==> src/rtl/key_step_conditioner_if.sv <==
// rtl/key_step_conditioner_if.sv - key input and step/level/count outputs of key_step_conditioner
interface key_step_conditioner_if;
  logic       key_n;
  logic       step;
  logic       pressed;
  logic [7:0] press_count;

  modport master (output key_n, input step, input pressed, input press_count);
  modport slave  (input key_n, output step, output pressed, output press_count);
endinterface

==> src/rtl/key_step_conditioner.sv <==
// rtl/key_step_conditioner.sv - debounced one-cycle step pulse, level and step count from an active-low key
// Defining KEY_AUTOREPEAT_EN adds hold-to-repeat steps after REPEAT_DELAY, then every REPEAT_PERIOD.
module key_step_conditioner #(
  parameter int DEBOUNCE_CYCLES = 500000,
  parameter int REPEAT_DELAY    = 25000000,
  parameter int REPEAT_PERIOD   = 5000000
) (
  input logic                   i_clk,
  input logic                   i_reset,
  key_step_conditioner_if.slave bus
);

  localparam int DB_W = $clog2(DEBOUNCE_CYCLES);
  localparam logic [DB_W-1:0] DB_LAST = DB_W'(DEBOUNCE_CYCLES - 1);
  localparam logic [DB_W-1:0] DB_ONE  = DB_W'(1);

  if (DEBOUNCE_CYCLES < 2 || REPEAT_DELAY < 1 || REPEAT_PERIOD < 1) begin : g_param_check
    $error("key_step_conditioner: parameter out of range");
  end

  typedef enum logic [1:0] {REL, DB_PRESS, HELD, DB_REL} state_t;

  state_t          r_state;
  logic            r_sync1;
  logic            r_sync2;
  logic [DB_W-1:0] r_cnt;
  logic            r_step;
  logic            r_pressed;
  logic [7:0]      r_count;

`ifdef KEY_AUTOREPEAT_EN
  localparam int REP_MAX = (REPEAT_DELAY > REPEAT_PERIOD) ? REPEAT_DELAY : REPEAT_PERIOD;
  localparam int REP_W   = (REP_MAX > 1) ? $clog2(REP_MAX) : 1;
  localparam logic [REP_W-1:0] REP_DELAY_LAST  = REP_W'(REPEAT_DELAY - 1);
  localparam logic [REP_W-1:0] REP_PERIOD_LAST = REP_W'(REPEAT_PERIOD - 1);
  localparam logic [REP_W-1:0] REP_ONE         = REP_W'(1);

  logic [REP_W-1:0] r_rep;
  logic             r_period_mode;
  logic [REP_W-1:0] w_rep_last;

  assign w_rep_last = r_period_mode ? REP_PERIOD_LAST : REP_DELAY_LAST;
`endif

  always_ff @(posedge i_clk or posedge i_reset) begin
    if (i_reset) begin
      r_state   <= REL;
      r_sync1   <= 1'b1;
      r_sync2   <= 1'b1;
      r_cnt     <= '0;
      r_step    <= 1'b0;
      r_pressed <= 1'b0;
      r_count   <= 8'd0;
`ifdef KEY_AUTOREPEAT_EN
      r_rep         <= '0;
      r_period_mode <= 1'b0;
`endif
    end else begin
      r_sync1 <= bus.key_n;
      r_sync2 <= r_sync1;
      r_step  <= 1'b0;
      case (r_state)
        REL: begin
          if (!r_sync2) begin
            r_state <= DB_PRESS;
            r_cnt   <= DB_ONE;
          end
        end
        DB_PRESS: begin
          if (r_sync2) begin
            r_state <= REL;
            r_cnt   <= '0;
          end else if (r_cnt == DB_LAST) begin
            r_state   <= HELD;
            r_step    <= 1'b1;
            r_pressed <= 1'b1;
            r_count   <= r_count + 8'd1;
`ifdef KEY_AUTOREPEAT_EN
            r_rep         <= '0;
            r_period_mode <= 1'b0;
`endif
          end else begin
            r_cnt <= r_cnt + DB_ONE;
          end
        end
        HELD: begin
          if (r_sync2) begin
            r_state <= DB_REL;
            r_cnt   <= DB_ONE;
          end else begin
`ifdef KEY_AUTOREPEAT_EN
            // Repeat timer only advances while the key is steadily held.
            if (r_rep == w_rep_last) begin
              r_step        <= 1'b1;
              r_count       <= r_count + 8'd1;
              r_rep         <= '0;
              r_period_mode <= 1'b1;
            end else begin
              r_rep <= r_rep + REP_ONE;
            end
`endif
          end
        end
        DB_REL: begin
          if (!r_sync2) begin
            r_state <= HELD;
          end else if (r_cnt == DB_LAST) begin
            r_state   <= REL;
            r_pressed <= 1'b0;
            r_cnt     <= '0;
          end else begin
            r_cnt <= r_cnt + DB_ONE;
          end
        end
        default: r_state <= REL;
      endcase
    end
  end

  assign bus.step        = r_step;
  assign bus.pressed     = r_pressed;
  assign bus.press_count = r_count;

endmodule

==> src/flat_wrapper.sv <==
// flat-port wrapper written by rule: the top's interface ports become plain ports
module key_step_conditioner_flat 
#(
  parameter int DEBOUNCE_CYCLES = 500000,
  parameter int REPEAT_DELAY    = 25000000,
  parameter int REPEAT_PERIOD   = 5000000
)
  (i_clk, i_reset, bus_key_n, bus_step, bus_pressed, bus_press_count);
  key_step_conditioner_if bus_i ();
  input logic i_clk;
  input logic i_reset;
  input wire logic [$bits(bus_i.key_n)-1:0] bus_key_n;
  output wire logic [$bits(bus_i.step)-1:0] bus_step;
  output wire logic [$bits(bus_i.pressed)-1:0] bus_pressed;
  output wire logic [$bits(bus_i.press_count)-1:0] bus_press_count;
  assign bus_i.key_n = bus_key_n;
  assign bus_step = bus_i.step;
  assign bus_pressed = bus_i.pressed;
  assign bus_press_count = bus_i.press_count;
  key_step_conditioner #(.DEBOUNCE_CYCLES(DEBOUNCE_CYCLES), .REPEAT_DELAY(REPEAT_DELAY), .REPEAT_PERIOD(REPEAT_PERIOD)) u_core (.i_clk(i_clk), .i_reset(i_reset), .bus(bus_i));
endmodule
==> config.mk <==
export PLATFORM = sky130hd
export DESIGN_NAME = key_step_conditioner_flat
export DESIGN_NICKNAME = d
export VERILOG_FILES = /design/src/rtl/key_step_conditioner_if.sv /design/src/rtl/key_step_conditioner.sv /design/src/flat_wrapper.sv
export SDC_FILE = /design/constraint.sdc
export NUM_CORES = 1
export LEC_CHECK = 0
export CORE_ASPECT_RATIO = 0.7
export CORE_UTILIZATION = 40
export DETAILED_ROUTE_END_ITERATION = 16
export GPL_ROUTABILITY_DRIVEN = 0
export GPL_TIMING_DRIVEN = 0
export HOLD_SLACK_MARGIN = 0.12
export PLACE_DENSITY = 0.61
export SLEW_MARGIN = 10
export SYNTH_ARGS = -nofsm -noshare
export SYNTH_HDL_FRONTEND = slang
export SYNTH_SLANG_ARGS = --single-unit
export TNS_END_PERCENT = 30
==> constraint.sdc <==
create_clock -name i_clk -period 3.6 [get_ports i_clk]
set_input_delay 0.72 -clock i_clk [delete_from_list [all_inputs] [get_ports i_clk]]
set_output_delay 0.72 -clock i_clk [all_outputs]
set_load 0.01 [all_outputs]
**Word-level counts from Yosys, hierarchy flattened**

Cells that the tools add are included.

- Bits of input ports: 3
- Output and inout port bits: 10
- Register bits: 33

- Equal/unequal tests: 13
- Add/sub/neg operators: 2
- Reductions and logical operators: 6
- Bitwise logic cells: 1
- Multiplexer cells: 22

Operators by type and width:

| kind | count |
|---|---|
| two-way mux 19 bit | 6 |
| case mux 19 bit (4 select lines) | 1 |
| adder 19 x 1 -> 19 bit (second input constant) | 1 |
| == test 19 bit (second input constant) | 1 |
| two-way mux 2 bit | 6 |
| adder 8 x 1 -> 8 bit (second input constant) | 1 |
| inequality test 2 x 1 -> 1 bit (second input constant) | 4 |
| case mux 2 bit (4 select lines) | 1 |
| AND reduction 4 bit | 2 |
| two-way mux 1 bit | 7 |
| AND reduction 5 bit | 1 |
| == test 2 bit (second input constant) | 2 |
| inequality test 2 bit (second input constant) | 2 |
| inequality test 3 x 1 -> 1 bit (second input constant) | 1 |
| inequality test 3 x 2 -> 1 bit (second input constant) | 1 |
| inequality test 3 bit (second input constant) | 1 |
| AND reduction 3 bit | 1 |
| == test 2 x 1 -> 1 bit (second input constant) | 1 |
| logical NOT 2 bit | 1 |
| case mux 1 bit (2 select lines) | 1 |
| nonzero test 2 bit | 1 |
| NOT 1 bit | 1 |

**Longest topological paths before layout**

- Depth after elaboration: 4
- Mapped depth: 8
- Gate-level depth less buffers: 6

**Worst setup path after synthesis**

No wires, ideal clock.

- Path kind: register -> register
- From: register u_core.r_cnt[10]
- To: register u_core.r_count[1] (netlist: u_core.bus.press_count[1])
- Path buffers: 3
- Setup slack: 1.804 ns
- Stages on the path, launching flop included: 8
- Arrival: 1.672 ns
- Setup time: 0.125 ns
- Cell sequence: dfrtp_1 -> buf_2 -> nor4bb_1 -> and3_4 -> buf_6 -> and3_1 -> buf_4 -> mux2_2

- Word-level cells in the longest chain between the ends: 2

RTL lines:

| element | line | text |
|---|---|---|
| from (decl) | key_step_conditioner.sv:26 | `logic [DB_W-1:0] r_cnt;` |
| from (signal assigned) | key_step_conditioner.sv:83 | `r_cnt <= r_cnt + DB_ONE;` |
| from (signal assigned) | key_step_conditioner.sv:112 | `r_cnt <= r_cnt + DB_ONE;` |
| == test 19 bit | key_step_conditioner.sv:73 | `end else if (r_cnt == DB_LAST) begin` |
| AND reduction 3 bit (no source line) | -- |  |
| to (signal assigned) | key_step_conditioner.sv:77 | `r_count <= r_count + 8'd1;` |
| to (decl) | key_step_conditioner.sv:29 | `logic [7:0] r_count;` |

No other way between the ends.
A chain may end at the register's enable or synchronous reset.

**Final worst setup path**

- From: register u_core.r_cnt[0]
- To: register u_core.r_count[1] (netlist: u_core.bus.press_count[1])

The elaborated chain is that of the path after synthesis.

==> run_results.csv <==
group,metric,value,unit
yosys,postSynthAreaPerCell,9.45,sq um
placement,preCtsSetupSlack,1530,ps
routing,dr.max_layer_used,"met4",
layout,final.fill_count,424,
cts,clk_pin_slew_worst_paths,70,ps
routing,routed-wl-met3,294,um
cts,cts_resized,0,
layout,final_cell_count_no_fill,275,
timing,worst_clock_skew,3.97,ps
placement,place_hpwl,2940,um
yosys,yosys_register_bits,33,
routing,drt-met1-wl,2290,um
floorplan,fp-row-count,20,
timing,fmaxAchievable,479,MHz
yosys,ys.warnings.count,0,
timing,tightest_slew,689,ps
placement,dpl.cell_count,267,
layout,nNetsFinal,224,
cts,clkSinkCount,33,
floorplan,floorplan.core_area,4430,sq um
layout,area_delta_synth_final,16.4,%
critical_path,critPathLaunchType,"flop",
routing,ant_nets,0,
layout,share_of_post_route_cells_with_drive_strength_above_1,0.136,
layout,seq_area,828,sq um
critical_path,cp_data_required_time,3780,ps
routing,drtPass1Iterations,4,
yosys,ys_seq_area_frac,0.438,
critical_path,cp_slowest_stage_delay,410,ps
critical_path,critical-path-top-delay-family,"simple AND/OR/NAND/NOR gates",
floorplan,die-height,59.5,um
routing,drc,0,
cts,cts_h_tree_depth,2,
critical_path,timing.critical_path.cells,"ha_1, nand3_2, nor2_1, and3_1, buf_4, mux2_2",
yosys,synth-edff-count,0,
routing,route.met2.wl,1600,um
yosys,post_synth_instance_area,1890,sq um
yosys,syn-instance-count,200,
routing,drt_wl_total,4220,um
cts,postCtsSetupRepairBufs,0,
timing,final.min_clock_period,2090,ps
cts,cts-buffers-inserted,5,
routing,via_per_inst,5.83,
yosys,synth_fp_nets,205,
yosys,ys.flop_type,"dfrtp_1",
yosys,synth_largest_area_cell,"dfrtp_1",
global_routing,grt_pass1_vias,1390,
yosys,synth_cell_types,56,
routing,post_drt_wl_per_cell,15.3,um
run_status,run_status,"completed",
cts,clock_path_buffers,2,
cts,clockRootBuffer,"clkbuf_8",
global_routing,gr-usage-all-layers,0.193,
timing,timing.slew.headroom,0.540,
layout,antenna_cells,0,
hold_path,min_path_type,"flop to flop",
timing,setup_total_negative_slack,0,ps
power_and_ir_drop,power_leakage,0.901,nW
timing,finalSetupViolCount,0,
critical_path,critPathBufInv,1,
floorplan,die_w,84.1,um
routing,routed-via-count,1603,
yosys,ys_async_sr_fraction,1.00,
critical_path,timing.critical_path.fanout_max,9,
critical_path,endpoint_kind,"flop",
cts,clkLatencyLatePin,290,ps
floorplan,effective_utilization_at_floorplan,0.427,
timing,hold_violation_count_in_the_final_report,0,
power_and_ir_drop,power-per-cell-area,381,nW/um^2
power_and_ir_drop,vdd_drop_max,229,uV
cts,tritoncts_clock_tree,"yes",
routing,detail_route.iter0.violations,94,
floorplan,design.die.area,5010,sq um
timing,postLayoutSetupSlackWorst,1510,ps
cts,cts-hold-fix-buffers,0,
yosys,synth_area_leaders,"dfrtp_1 (41%), a31oi_1 (4.0%), nand2_1 (3.6%)",
layout,combined_area_of_the_multi_input_logic_cells,966,sq um
global_routing,largest_net_degree_at_the_start_of_global_routing,34,
critical_path,timing.critical_path.arrival,2270,ps
timing,final_max_slew_viol_count,0,
critical_path,criticalPathCategory,"flop to flop",
timing,layout_worst_path_cycle_share,0.580,
global_routing,wire_length_of_the_first_global_routing_pass,7270,um
critical_path,worst_path_max_delay_cell,"dfrtp_1",
timing,grt_setup_unrepaired,"false",
layout,utilization_after_layout,0.496,
global_routing,globalRoute.totalOverflow,0,
floorplan,top_level_ports,13,
global_routing,grt_antenna_before_repair,0,
yosys,synth_largest_type_area_fraction,0.411,
run,cap_viol_max_count,0,
placement,port_buffers,12,
-- synthesized netlist by cell type (3+ instances only) --
master	n
nand4_1	6
a31oi_1	12
a21oi_1	11
buf_2	4
and3_1	3
nor3_1	4
nor4_1	4
nand3_1	10
o21ai_0	12
and4_1	4
clkbuf_1	6
nand2_1	18
nand2b_1	4
nor2_1	7
dfrtp_1	31
xnor2_1	7
inv_1	6
-- metrics by stage --
| step | area (sq um) | hold WS (ps) | total power, mW |
|---|---|---|---|
| global placement | 2080 | 346 | 0.474 |
| global route | 2200 | 372 | 0.880 |
| CTS | 2200 | 361 | 0.847 |
| detailed placement | 2080 | 350 | 0.474 |
| floorplan | 1890 | 345 | 0.454 |
| finish | 2200 | 359 | 0.838 |
-- cells by family (layout without fill, tap and decap cells) --
logic type,after synthesis,in the layout,share of synthesized area
adder cells (fa/ha/maj),2,2,0.0132
buffers and inverters,20,40,0.0503
flip-flops,33,33,0.438
AO/OA/AOI/OAI,57,57,0.199
multiplexers,1,1,0.00596
AND/OR/NAND/NOR,79,79,0.256
XOR/XNOR,8,8,0.0371
-- flip-flops by register name (all words and copies together) (netlist names), named ones only --
name                    count
u_core.bus.press_count      8
u_core.r_state              1
u_core.r_sync1              1
u_core.bus.pressed          1
u_core.bus.step             1
u_core.r_sync2              1
u_core.r_cnt               19
-- routing by layer --
layer,up-vias,track usage
li1,783,-
met1,764,0.304
met2,49,0.246
met3,7,0.0557
met4,0,0.0591
met5,-,0
-- cells in the final DEF (no fill, tap or decap), drive strengths merged, types with 2 or more instances in the layout --
cell type / count
nor4: 5
nor4b: 2
and4: 5
o41ai: 2
xnor2: 7
buf: 8
o21ai: 13
o211ai: 2
a22oi: 2
nor2: 7
nand3: 11
or2: 2
clkbuf: 12
a21boi: 2
nor3: 4
dfrtp: 31
nand2: 18
clkdlybuf4s50: 12
nor4bb: 2
dfstp: 2
and3: 4
a21oi: 12
ha: 2
inv: 6
and2: 3
nand3b: 2
nand2b: 4
a31oi: 13
a41oi: 2
nand4: 7
-- final timing paths --
kind | startpoint | to | slack, ps | depth (start not counted)
worst max register to register | u_core.r_cnt[0] | u_core.bus.press_count[1] | 1510 | 6
max in group asynchronous | i_reset | u_core.r_cnt[10] | 2300 | 2
worst min-delay path | u_core.r_sync1 | u_core.r_sync2 | 360 | 0
worst max-delay path | u_core.r_cnt[0] | u_core.bus.press_count[1] | 1510 | 6
worst min register to register | u_core.r_sync1 | u_core.r_sync2 | 360 | 0
min in group asynchronous | i_reset | u_core.r_cnt[1] | 860 | 2
-- report_power, final --
| part | switching [mW] | internal (mW) | leakage, nW |
|---|---|---|---|
| clock | 0.146 | 0.225 | 0.0574 |
| combinational | 0.0357 | 0.0214 | 0.396 |
| sequential | 0.0216 | 0.388 | 0.448 |
-- final cells by class --
cell class              count  area share
plain buffers              14      0.0330
clock buffers               6      0.0376
clock inverters             2      0.0171
inverters                   6      0.0102
multi-input cells         147       0.439
flip-flops and latches     33       0.377
well taps                  55      0.0313
repair buffers             12      0.0546
(Power assumes the default switching activity.)
